===== config.mk =====
export PLATFORM = sky130hd
export DESIGN_NAME = alu_issue_ctrl
export DESIGN_NICKNAME = d
export VERILOG_FILES = /design/src/rtl/cpu_pkg.sv /design/src/rtl/instr_decode.sv /design/src/rtl/alu_issue_ctrl.sv
export SDC_FILE = /design/constraint.sdc
export NUM_CORES = 1
export LEC_CHECK = 0
export BUFFER_PORTS_ARGS = -buffer_cell sky130_fd_sc_hd__buf_2
export CAP_MARGIN = 20
export CORE_UTILIZATION = 37
export DETAILED_ROUTE_END_ITERATION = 10
export GPL_ROUTABILITY_DRIVEN = 0
export SLEW_MARGIN = 10
export SYNTH_ARGS = -nofsm -noshare
export SYNTH_HDL_FRONTEND = slang
export SYNTH_SLANG_ARGS = --single-unit

===== constraint.sdc =====
create_clock -name clk -period 1.8 [get_ports clk]
set_clock_uncertainty 0.15 [all_clocks]
set_input_delay 0.36 -clock clk [delete_from_list [all_inputs] [get_ports clk]]
set_output_delay 0.36 -clock clk [all_outputs]
set_load 0.005 [all_outputs]

===== src/rtl/cpu_pkg.sv =====
// Shared definitions for the CPU front end: opcode/function codes, instruction
// field positions and the decoded-control bundle handed from decode to issue.
package cpu_pkg;

    localparam int OPC_HI = 15;
    localparam int OPC_LO = 12;
    localparam int RD_HI  = 11;
    localparam int RD_LO  = 10;
    localparam int RS_HI  = 9;
    localparam int RS_LO  = 8;
    localparam int IMM_LO = 0;

    // ALU function codes equal the opcode of the instruction that issues them.
    localparam logic [3:0] FN_NOP   = 4'h0;
    localparam logic [3:0] FN_ADD   = 4'h1;
    localparam logic [3:0] FN_SUB   = 4'h2;
    localparam logic [3:0] FN_INC   = 4'h3;
    localparam logic [3:0] FN_DEC   = 4'h4;
    localparam logic [3:0] FN_ADDI  = 4'h5;
    localparam logic [3:0] FN_SUBI  = 4'h6;
    localparam logic [3:0] FN_XOR   = 4'h7;
    localparam logic [3:0] FN_NOT   = 4'h8;
    localparam logic [3:0] FN_BEQ   = 4'h9;
    localparam logic [3:0] FN_BNE   = 4'hA;
    localparam logic [3:0] FN_BLT   = 4'hB;
    localparam logic [3:0] FN_BGT   = 4'hC;
    localparam logic [3:0] OP_RSVD  = 4'hD;
    localparam logic [3:0] FN_LOAD  = 4'hE;
    localparam logic [3:0] FN_STORE = 4'hF;

    typedef struct packed {
        logic [3:0] func;
        logic       use_imm;
        logic       reg_we;
        logic       mem_re;
        logic       mem_we;
        logic       reads_rd;  // rd is a source operand, so it matters for load-use
        logic       live;      // occupies an execute slot (not NOP / reserved)
    } ctrl_t;

endpackage


===== src/rtl/instr_decode.sv =====
// Purely combinational opcode to control mapping. Reserved opcode decodes as a
// NOP with the illegal flag raised.
module instr_decode
    import cpu_pkg::*;
(
    input  logic [3:0] opcode,
    output ctrl_t      ctrl,
    output logic       illegal
);

    always_comb begin
        ctrl    = '0;
        illegal = 1'b0;
        case (opcode)
            FN_ADD, FN_SUB, FN_INC, FN_DEC, FN_XOR, FN_NOT: begin
                ctrl.func     = opcode;
                ctrl.reg_we   = 1'b1;
                ctrl.reads_rd = 1'b1;
                ctrl.live     = 1'b1;
            end
            FN_ADDI, FN_SUBI: begin
                ctrl.func     = opcode;
                ctrl.use_imm  = 1'b1;
                ctrl.reg_we   = 1'b1;
                ctrl.reads_rd = 1'b1;
                ctrl.live     = 1'b1;
            end
            FN_BEQ, FN_BNE, FN_BLT, FN_BGT: begin
                ctrl.func     = opcode;
                ctrl.reads_rd = 1'b1;
                ctrl.live     = 1'b1;
            end
            FN_LOAD: begin
                ctrl.func    = opcode;
                ctrl.use_imm = 1'b1;
                ctrl.mem_re  = 1'b1;
                ctrl.reg_we  = 1'b1;
                ctrl.live    = 1'b1;
            end
            FN_STORE: begin
                ctrl.func     = opcode;
                ctrl.use_imm  = 1'b1;
                ctrl.mem_we   = 1'b1;
                ctrl.reads_rd = 1'b1;
                ctrl.live     = 1'b1;
            end
            OP_RSVD: illegal = 1'b1;
            default: ;
        endcase
    end

endmodule


===== src/rtl/alu_issue_ctrl.sv =====
// Decode-and-issue stage for the 8-bit ALU: ID and EX pipeline registers,
// load-use bubble insertion, flag capture and branch resolution with flush.
module alu_issue_ctrl
    import cpu_pkg::*;
#(
    parameter int INSTR_W = 16,
    parameter int DATA_W  = 8
) (
    input  logic               clk,
    input  logic               rst,
    input  logic               in_valid,
    output logic               in_ready,
    input  logic [INSTR_W-1:0] instr,
    output logic               ex_valid,
    output logic [3:0]         ex_func,
    output logic [1:0]         ex_rd,
    output logic [1:0]         ex_rs,
    output logic [DATA_W-1:0]  ex_imm,
    output logic               ex_use_imm,
    output logic               ex_reg_we,
    output logic               ex_mem_re,
    output logic               ex_mem_we,
    input  logic               alu_z,
    input  logic               alu_carry,
    output logic               flag_z,
    output logic               flag_c,
    output logic               br_taken,
    output logic [DATA_W-1:0]  br_offset,
    output logic               illegal
);

    ctrl_t             dec_ctrl;
    logic              dec_illegal;

    logic              id_valid;
    ctrl_t             id_ctrl;
    logic [1:0]        id_rd;
    logic [1:0]        id_rs;
    logic [DATA_W-1:0] id_imm;

    logic              ex_we_q;
    logic              ex_re_q;
    logic              ex_mwe_q;

    logic              hazard;
    logic              advance;
    logic              accept;
    logic              take;

    instr_decode u_decode (
        .opcode  (instr[OPC_HI:OPC_LO]),
        .ctrl    (dec_ctrl),
        .illegal (dec_illegal)
    );

    // EX always retires in one cycle, so the only thing holding ID is a load-use hit.
    assign hazard  = id_valid && ex_valid && ex_re_q &&
                     ((ex_rd == id_rs) || (id_ctrl.reads_rd && (ex_rd == id_rd)));
    assign advance = ~hazard;
    assign in_ready = ~id_valid | (advance & ~hazard);
    assign accept   = in_valid & in_ready;

    assign ex_reg_we = ex_valid & ex_we_q;
    assign ex_mem_re = ex_valid & ex_re_q;
    assign ex_mem_we = ex_valid & ex_mwe_q;

    always_comb begin
        take = 1'b0;
        if (ex_valid) begin
            case (ex_func)
                FN_BEQ:         take = alu_z;
                FN_BNE:         take = ~alu_z;
                FN_BLT, FN_BGT: take = alu_carry;
                default:        take = 1'b0;
            endcase
        end
    end

    always_ff @(posedge clk) begin
        if (rst) begin
            id_valid   <= 1'b0;
            id_ctrl    <= '0;
            id_rd      <= '0;
            id_rs      <= '0;
            id_imm     <= '0;
            ex_valid   <= 1'b0;
            ex_func    <= FN_NOP;
            ex_rd      <= '0;
            ex_rs      <= '0;
            ex_imm     <= '0;
            ex_use_imm <= 1'b0;
            ex_we_q    <= 1'b0;
            ex_re_q    <= 1'b0;
            ex_mwe_q   <= 1'b0;
            flag_z     <= 1'b0;
            flag_c     <= 1'b0;
            br_taken   <= 1'b0;
            br_offset  <= '0;
            illegal    <= 1'b0;
        end else begin
            br_taken <= take;
            if (take)
                br_offset <= ex_imm;

            if (ex_valid) begin
                flag_z <= alu_z;
                flag_c <= alu_carry;
            end

            if (take) begin
                // Taken branch kills ID, EX and whatever is being accepted now.
                id_valid <= 1'b0;
                ex_valid <= 1'b0;
                illegal  <= 1'b0;
            end else begin
                illegal <= accept & dec_illegal;

                if (advance) begin
                    ex_valid   <= id_valid & id_ctrl.live;
                    ex_func    <= id_ctrl.func;
                    ex_rd      <= id_rd;
                    ex_rs      <= id_rs;
                    ex_imm     <= id_imm;
                    ex_use_imm <= id_ctrl.use_imm;
                    ex_we_q    <= id_ctrl.reg_we;
                    ex_re_q    <= id_ctrl.mem_re;
                    ex_mwe_q   <= id_ctrl.mem_we;
                end else begin
                    ex_valid <= 1'b0;
                end

                if (accept) begin
                    id_valid <= 1'b1;
                    id_ctrl  <= dec_ctrl;
                    id_rd    <= instr[RD_HI:RD_LO];
                    id_rs    <= instr[RS_HI:RS_LO];
                    id_imm   <= instr[IMM_LO +: DATA_W];
                end else if (advance) begin
                    id_valid <= 1'b0;
                end
            end
        end
    end

endmodule

Word level (Yosys, flattened, before mapping)
Index checks and enable logic that the tools add are counted.

cells by class
  reduce and logical (&&, ||, !) cells = 14
  multiplexer cells = 12
  bitwise gates (word level) = 11
  equal/unequal tests = 22

operator list
  kind                                           number
  == test 4 bit, second input constant           12
  == test 4 x 3 -> 1 bit, second input constant  4
  OR reduction 14 bit                            1
  OR reduction 13 bit                            1
  two-way mux 1 bit                              10
  OR reduction 9 bit                             1
  == test 4 x 2 -> 1 bit, second input constant  2
  bitwise AND 1 bit                              6
  == test 2 bit                                  2
  == test 4 x 1 -> 1 bit, second input constant  1
  logical AND 1 bit                              4
  two-way mux 4 bit                              1
  inverter 1 bit                                 4
  AND reduction 2 bit                            2
  OR reduction 2 bit                             2
  OR reduction 4 bit                             1
  one-hot mux 1 bit (3 select lines)             1
  OR reduction 3 bit                             1
  != test 2 x 1 -> 1 bit, second input constant  1
  logical OR 1 bit                               1
  bitwise OR 1 bit                               1

word-level totals
  output and inout port bits = 34
  word-level logic and storage cells = 84
  bits in registers = 56
  bits of input ports = 21

Longest topological paths before layout
Gate-level depths: netlist of run 1.

  depth in word-level cells = 8
  gate-level depth with buffers = 7
  depth with buffers taken out = 6

Hierarchy
From an unflattened synthesis of run 1, not the netlist that was laid out.

unflattened totals
  cell total of the unflattened synthesis = 260
  area, all modules = 2,442.3 um2

modules (own cells, without submodules)
  module          cells an instance  times used  sequential area each (um2)  area each (um2)
  alu_issue_ctrl  241                1           1,121.1                     2,297.2
  instr_decode    19                 1           0.0                         145.1

Least setup slack after synthesis of run 1
No wires, ideal clock.

  kind = register to register
  start = register ex_func[1]
  end = register id_imm[7]
  stages on the path, launching flop included = 8
  clock period less this slack = 1.680 ns
  data arrival time = 1.397 ns
  data required time = 1.518 ns
  buffers on the path = 2
  library setup time = 0.132 ns
  slack = 0.120 ns
  cell sequence = dfxtp_1 -> nor2b_1 -> a211oi_2 -> or3_1 -> buf_4 -> buf_6 -> nand3_1 -> a21oi_1

between the ends
  word-level cells in the longest chain between the ends = 6
  elaborated cells on any way between the ends = 9
  classes of those cells = eq/ne (4); mux (2); bitwise (1); reduce/logical (2)

RTL lines
  element                                 line                   text
  start: declaration                      alu_issue_ctrl.sv:15   output logic [3:0] ex_func,
  start signal: assignment                alu_issue_ctrl.sv:120  ex_func <= id_ctrl.func;
  == test 4 bit                           alu_issue_ctrl.sv:70   case (ex_func)
  OR reduction 2 bit                      alu_issue_ctrl.sv:70
  one-hot mux 1 bit (3 select lines) *    alu_issue_ctrl.sv:70
  two-way mux 1 bit *                     alu_issue_ctrl.sv:69   if (ex_valid) begin
  inverter 1 bit (no source line) *       n/a
  AND reduction 2 bit (no source line) *  n/a
  end signal: assignment                  alu_issue_ctrl.sv:137  id_imm <= instr[IMM_LO +: DATA_W];
  end: declaration                        alu_issue_ctrl.sv:39   logic [DATA_W-1:0] id_imm;

Every way passes the cells marked *; elsewhere a longest branch is shown, timed or not.
A chain may end at the register's enable or synchronous reset.

Worst setup path after layout of run 1
  start = register ex_func[1]
  end = register id_ctrl[2] (netlist bit)

between the ends
  word-level cells in the longest chain between the ends = 6
  elaborated cells on any way between the ends = 9
  classes of those cells = eq/ne (4); mux (2); bitwise (1); reduce/logical (2)

RTL lines
  element                                 line                   text
  == test 4 bit                           alu_issue_ctrl.sv:70
  OR reduction 2 bit                      alu_issue_ctrl.sv:70
  one-hot mux 1 bit (3 select lines) *    alu_issue_ctrl.sv:70
  two-way mux 1 bit *                     alu_issue_ctrl.sv:69
  inverter 1 bit (no source line) *       n/a
  AND reduction 2 bit (no source line) *  n/a
  end signal: assignment                  alu_issue_ctrl.sv:134  id_ctrl <= dec_ctrl;
  end: declaration                        alu_issue_ctrl.sv:36   ctrl_t id_ctrl;

Marks and branches as above.

==> impl_metrics.tcl, run 1 <==
set metrics [dict create \
    status "complete, but fails checks" \
    violations "negative setup slack" \
    synth_most_common_cell "dfxtp_1" \
    cts_root_buffer "clkbuf_8" \
    synth_edf_count 0 \
    firstDrtPassIters 4 \
    drcViolationCount 0 \
    syn-num-nets 277 \
    die_w_um 80.2 \
    finalSetupTns_ps -108 \
    avgRoutedWirePerCell_um 15.0 \
    yosysWarnings 0 \
    avgViaCountPerCell 5.29 \
    final_nets 344 \
    rows 28 \
    worstReg2RegStart "ex_func[1]$_SDFFE_PP0P_" \
    leakagePower_nw 1.25 \
    grt_pass1_wl_um 9360 \
    synthTopCellsByCount "dfxtp_1 (56), a21oi_1 (38), nand3_1 (37)" \
    dp_hpwl_um 4210 \
    design_area_mm2 0.00299 \
    drtIter0Drc 76 \
    multiInputGateArea_mm2 0.00110 \
    wl_met2_um 2740 \
    start_kind "flip-flop" \
    ir_drop_mv 0.403 \
    final_max_slew_viol_count 0 \
    highest_layer "met4" \
    ios 55 \
    synth_area_mm2 0.00226 \
    drt-total-wl_um 5980 \
    synth-compound-area-share 0.233 \
    diodes 0 \
    clockBufferDepth 2 \
    drive_gt1_frac 0.373 \
    overflow 0 \
    clk_pin_slew_ps 100 \
    nFillCells 589 \
    regArea_mm2 0.00114 \
    ant_nets 0 \
    cts-buffers-inserted 5 \
    synth.largest_area_cell "dfxtp_1" \
    grt_setup_unrepaired "yes" \
    die_y_um 80.2 \
    synth_top_family_by_area "compound AO/OA/AOI/OAI gates" \
    fin_crit_ps 1860 \
    critPathMaxFanout 5 \
    crit_start "ex_func[1]$_SDFFE_PP0P_" \
    core_mm2 0.00592 \
    area_growth_pct 32.2 \
    synthCells 256 \
    worstHoldStart "instr[10]" \
    clock.fmax_mhz 537 \
    wl_met3_um 309 \
    hold_slack_ps 140 \
    relSlewSlack 0.798 \
    layout_setup_ws_ps -62.2 \
    worst_pin_slew_ps 300 \
    worstHoldPathType "primary input to flip-flop" \
    place_area_mm2 0.00273 \
    antenna_found_initial 0 \
    insertion_delay_ps 310 \
    async_flop_share 0 \
    synth_mux_area_frac 0.00885 \
    hold_viol_final 0 \
    wirelength_met1_um 2840 \
    crit_arrival_ps 1970 \
    maxCapViolations 0 \
    cp_slowest_cell "or4b_4" \
    fin_crit_sh 1.03 \
    synth-adder-area-share 0 \
    cts.sinks 56 \
    die_area_mm2 0.00643 \
    powerDensity_mw_per_mm2 800 \
    crit_path_max_incr_delay_ps 520 \
    required_ps 1900 \
    cp-end-kind "flip-flop" \
    path_cells "nor2b_4, a211oi_2, buf_4, nor3_4, or4b_4, a21oi_2" \
    syn_area_per_cell_um2 8.84 \
    initial_core_util 0.382 \
    grt_pass1_vias 1886 \
    seq_area_frac_synth 0.496 \
    port_buffers 54 \
    yosys.area_share.simple 0.188 \
    setup_viol 5 \
    via_count 2110 \
    cts_tree "done" \
    synth_area_leaders "dfxtp_1 (50%), a21oi_1 (8.4%), nand3_1 (8.2%), o21ai_0 (7.3%), a22o_1 (3.1%)" \
    synth_top_area_share 0.496 \
    track_usage 0.193 \
    ys_types 36 \
    grt_max_degree 22 \
    synthFlopType "dfxtp_1" \
    cts-hold-fix-buffers 0 \
    worstSetupPathType "flip-flop to flip-flop" \
    htree_num_levels 2 \
    ys_ff_latch 56 \
    synth-xor-area-share 0.0194 \
]
==> cells by family (layout without fill, tap and decap cells) <==
kind of cell / count (synthesis) / in the layout
AO/OA/AOI/OAI: 93 / 93
flip-flops: 56 / 56
buffers and inverters: 24 / 92
AND/OR/NAND/NOR: 76 / 76
XOR/XNOR: 5 / 5
multiplexers: 2 / 2
==> critical path, delay by kind of cell, from the launching register on <==
kind                   cells  cell delay, ps
buffers and inverters      1             180
DFF                        1             380
and+or+nand+nor            3             700
AOI/OAI and AO/OA          2             400
==> path summary, 6_finish.rpt <==
| path | end | slack (ps) | cells past startpoint |
|---|---|---|---|
| worst max-delay path | id_ctrl[2]$_SDFFE_PP0P_ | -60 | 6 |
| worst min-delay path | id_rd[0]$_SDFFE_PP0P_ | 140 | 3 |
| worst max register to register | id_ctrl[2]$_SDFFE_PP0P_ | -60 | 6 |
| worst min register to register | ex_imm[4]$_SDFFE_PP0P_ | 310 | 2 |
==> where the power goes <==
| group | switching, mW | internal, mW |
|---|---|---|
| registers | 0.0307 | 1.28 |
| logic | 0.110 | 0.0956 |
| clock network | 0.420 | 0.456 |
==> registers in the layout, indices dropped and copies added (netlist names), 2 cells and up <==
signal     count
br_offset      8
ex_func        4
ex_imm         8
ex_rd          2
ex_rs          2
id_ctrl       10
id_imm         8
id_rd          2
id_rs          2
==> per-layer routing <==
metal,global-route usage,vias to the layer above
li1,-,1066
met3,0.0420,7
met4,0.0661,0
met2,0.303,55
met1,0.260,982
met5,0,-
==> through the flow <==
step           utilization  setup WS (ps)  power (mW)  cells
6_report             0.505          -62.2        2.39    399
5_1_grt              0.505           -106        2.50    399
4_1_cts              0.485          0.348        2.40    397
3_5_place_dp         0.460          -52.0        1.54    388
3_3_place_gp         0.460          -40.4        1.53    388
2_1_floorplan            -            120        1.44    256
==> what timing repair did <==
item	in CTS	in global routing
buffers inserted	1	1
pin swaps	3	14
gates resized for setup	8	31
endpoints found under the setup margin	3	52
gates cloned	0	1
==> cell type report <==
| cell class | instances | area share |
|---|---|---|
| sequential | 56 | 0.381 |
| multi-input combinational | 176 | 0.368 |
| timing repair buffer | 82 | 0.177 |
| tap | 75 | 0.0314 |
| clock buffer | 6 | 0.0276 |
| clock inverter | 2 | 0.0130 |
| inverter | 2 | 0.00251 |
==> cell usage in the layout, fill, tap and decap left out, types with 2 or more instances in the layout <==
| master | synthesis | final |
|---|---|---|
| o21ai_1 | 6 | 9 |
| mux2i_1 | 2 | 2 |
| a31o_2 | 4 | 4 |
| clkbuf_8 | 0 | 6 |
| and2_1 | 3 | 3 |
| buf_12 | 0 | 2 |
| nand4_1 | 3 | 3 |
| buf_4 | 1 | 21 |
| a22o_1 | 8 | 8 |
| nand2_1 | 6 | 5 |
| nand3_1 | 37 | 36 |
| xnor2_1 | 5 | 4 |
| a21oi_2 | 0 | 2 |
| nor2b_1 | 3 | 2 |
| dfxtp_4 | 0 | 3 |
| nor2_1 | 6 | 6 |
| dfxtp_1 | 56 | 47 |
| o21ai_0 | 33 | 29 |
| nor4_1 | 4 | 2 |
| nor4_2 | 0 | 2 |
| a21oi_1 | 38 | 35 |
| buf_2 | 7 | 54 |
| dfxtp_2 | 0 | 6 |
| and3_1 | 4 | 3 |
| nand2_2 | 1 | 2 |
| buf_6 | 3 | 4 |
(Power assumes the default switching activity.)
==> inputs of run 2 (changes only) <==
--- a/config.mk
+++ b/config.mk
@@ -7,6 +7,7 @@
 export LEC_CHECK = 0
 export BUFFER_PORTS_ARGS = -buffer_cell sky130_fd_sc_hd__buf_2
 export CAP_MARGIN = 20
+export CORE_ASPECT_RATIO = 0.6
 export CORE_UTILIZATION = 37
 export DETAILED_ROUTE_END_ITERATION = 10
 export GPL_ROUTABILITY_DRIVEN = 0
==> impl_metrics.tcl, run 2 (synthesized netlist as in run 1, its figures left out) <==
set metrics [dict create \
    status "complete, but fails checks" \
    violations "negative setup slack" \
    fin_crit_ps 1810 \
    rows 21 \
    maxCapViolations 0 \
    final_core_util 0.512 \
    worstSetupPathType "flip-flop to primary output" \
    largest_reg_flops 10 \
    clk_pin_slew_ps 110 \
    swShare 0.253 \
    regArea_mm2 0.00113 \
    design_area_mm2 0.00293 \
    worstHoldPathType "primary input to flip-flop" \
    whs_endpoint "id_imm[4]$_SDFFE_PP0P_" \
    avgViaCountPerCell 5.22 \
    drive_gt1_frac 0.362 \
    final_cells 406 \
    worstRegToRegCells 6 \
    fin_crit_sh 1.00 \
    p_int_mw 1.67 \
    crit_arrival_ps 1300 \
    track_usage 0.185 \
    die_w_um 103 \
    diodes 0 \
    core_mm2 0.00573 \
    final_max_slew_viol_count 0 \
    htree_num_levels 2 \
    grt_max_degree 20 \
    grt_pass1_vias 1857 \
    critPathMaxFanout 3 \
    worstReg2RegStart "ex_func[1]$_SDFFE_PP0P_" \
    hold_viol_final 0 \
    top_register "id_ctrl" \
    die_area_mm2 0.00644 \
    required_ps 1290 \
    insertion_delay_ps 310 \
    ios 55 \
    place_area_mm2 0.00273 \
    initial_core_util 0.395 \
    worstHoldStart "instr[4]" \
    leakagePower_nw 1.23 \
    ir_drop_mv 0.404 \
    layout_commonest_cell "buf_2" \
    r2r_end "id_ctrl[2]$_SDFFE_PP0P_" \
    relSlewSlack 0.794 \
    die_y_um 62.6 \
    cts.sinks 56 \
    cts-buffers-inserted 5 \
    antenna_found_initial 0 \
    worst_pin_slew_ps 308 \
    switchingPower_uw 565 \
    drcViolationCount 0 \
    avgRoutedWirePerCell_um 14.2 \
    start_kind "flip-flop" \
    layout_setup_ws_ps -8.55 \
    grt_pass1_wl_um 9300 \
    cts-hold-fix-buffers 0 \
    pwr-share-comb 0.090 \
    pwr-share-clk 0.321 \
    drt-total-wl_um 5750 \
    powerDensity_mw_per_mm2 761 \
    final_nets 346 \
    via_count 2119 \
    min_path_cells 3 \
    area_growth_pct 29.6 \
    cts_root_buffer "clkbuf_8" \
    drtIter0Drc 96 \
    setup_viol 1 \
    r2r_slack_ps 30 \
    cp-end-kind "primary output" \
    clockBufferDepth 2 \
    ant_nets 0 \
    port_buffers 54 \
    multiInputGateArea_mm2 0.00106 \
    firstDrtPassIters 4 \
    dp_hpwl_um 4210 \
    layout_common_cells "buf_2 (53), dfxtp_1 (47), nand3_1 (37), a21oi_1 (37), o21ai_0 (33)" \
    clock.fmax_mhz 553 \
    overflow 0 \
    dp_cells 394 \
    power_frac_seq 0.589 \
    cts_tree "done" \
    grt_setup_unrepaired "yes" \
    nFillCells 589 \
]
==> run 2: changes by cell type in the layout (fill, tap and decap cells not counted), sizes merged <==
cell / before / now
clkbuf: 6 / 5
clkinvlp: 0 / 1
buf: 82 / 84
inv: 2 / 3
bufinv: 1 / 0
==> run 2: power groups by stage <==
| stage | combinational [mW] | clock, mW | sequential, mW |
|---|---|---|---|
| 6_report | 0.201 | 0.716 | 1.31 |
| 5_1_grt | 0.225 | 0.800 | 1.32 |
| 4_1_cts | 0.197 | 0.735 | 1.31 |
| 3_5_place_dp | 0.194 | 0 | 1.34 |
| 3_3_place_gp | 0.194 | 0 | 1.34 |
| 2_1_floorplan | 0.109 | 0 | 1.33 |
==> run 2: through the flow <==
| step | TNS, ps | hold slack (ps) | setup slack, ps | total power, mW |
|---|---|---|---|---|
| floorplan | 0 | 274 | 120 | 1.44 |
| global placement | -35.6 | 289 | -14.9 | 1.53 |
| detailed placement | -58.7 | 291 | -14.3 | 1.54 |
| CTS | -27.9 | 134 | -27.9 | 2.25 |
| global route | -197 | 134 | -75.6 | 2.35 |
| finish | -8.55 | 142 | -8.55 | 2.23 |
==> run 2: routing by layer <==
| metal | GRT usage | up-vias | part of all wire |
|---|---|---|---|
| met4 | 0.0387 | 0 | 0.0050 |
| met5 | 0 | - | 0 |
| met1 | 0.296 | 986 | 0.54 |
| met3 | 0.0414 | 4 | 0.060 |
| met2 | 0.248 | 61 | 0.40 |
| li1 | - | 1068 | - |
==> run 2: worst max path at each step <==
stage | from | endpoint | slack, ps | cells after the start
floorplan | ex_func[1]$_SDFFE_PP0P_ | id_imm[7]$_SDFFE_PP0P_ | 120 | 7
global placement | alu_z | id_ctrl[2]$_SDFFE_PP0P_ | -10 | 7
detailed placement | alu_z | id_imm[3]$_SDFFE_PP0P_ | -10 | 8
CTS | ex_rd[1]$_SDFFE_PP0P_ | in_ready | -30 | 5
global route | id_valid$_SDFFE_PP0P_ | in_ready | -80 | 5
finish | ex_valid$_SDFF_PP0_ | in_ready | -9 | 5
==> run 2: worst max-delay path, stage by stage (launching register included) <==
cell     delay, ps
dfxtp_2        360
and3_4         200
nand4_1        140
nand2_2        130
inv_4           50
buf_6          110
==> run 2: layout make-up <==
class	count	area share
Multi-Input combinational cell	176	0.363
Clock buffer	5	0.0235
Tap cell	80	0.0341
Clock inverter	3	0.00939
Sequential cell	56	0.387
Timing Repair Buffer	84	0.179
Inverter	2	0.00341
==> run 2: timing repair <==
item,in CTS,in global routing
setup endpoints to repair,10,52
pin swaps,2,5
gates resized for setup,11,14
buffers inserted,1,3
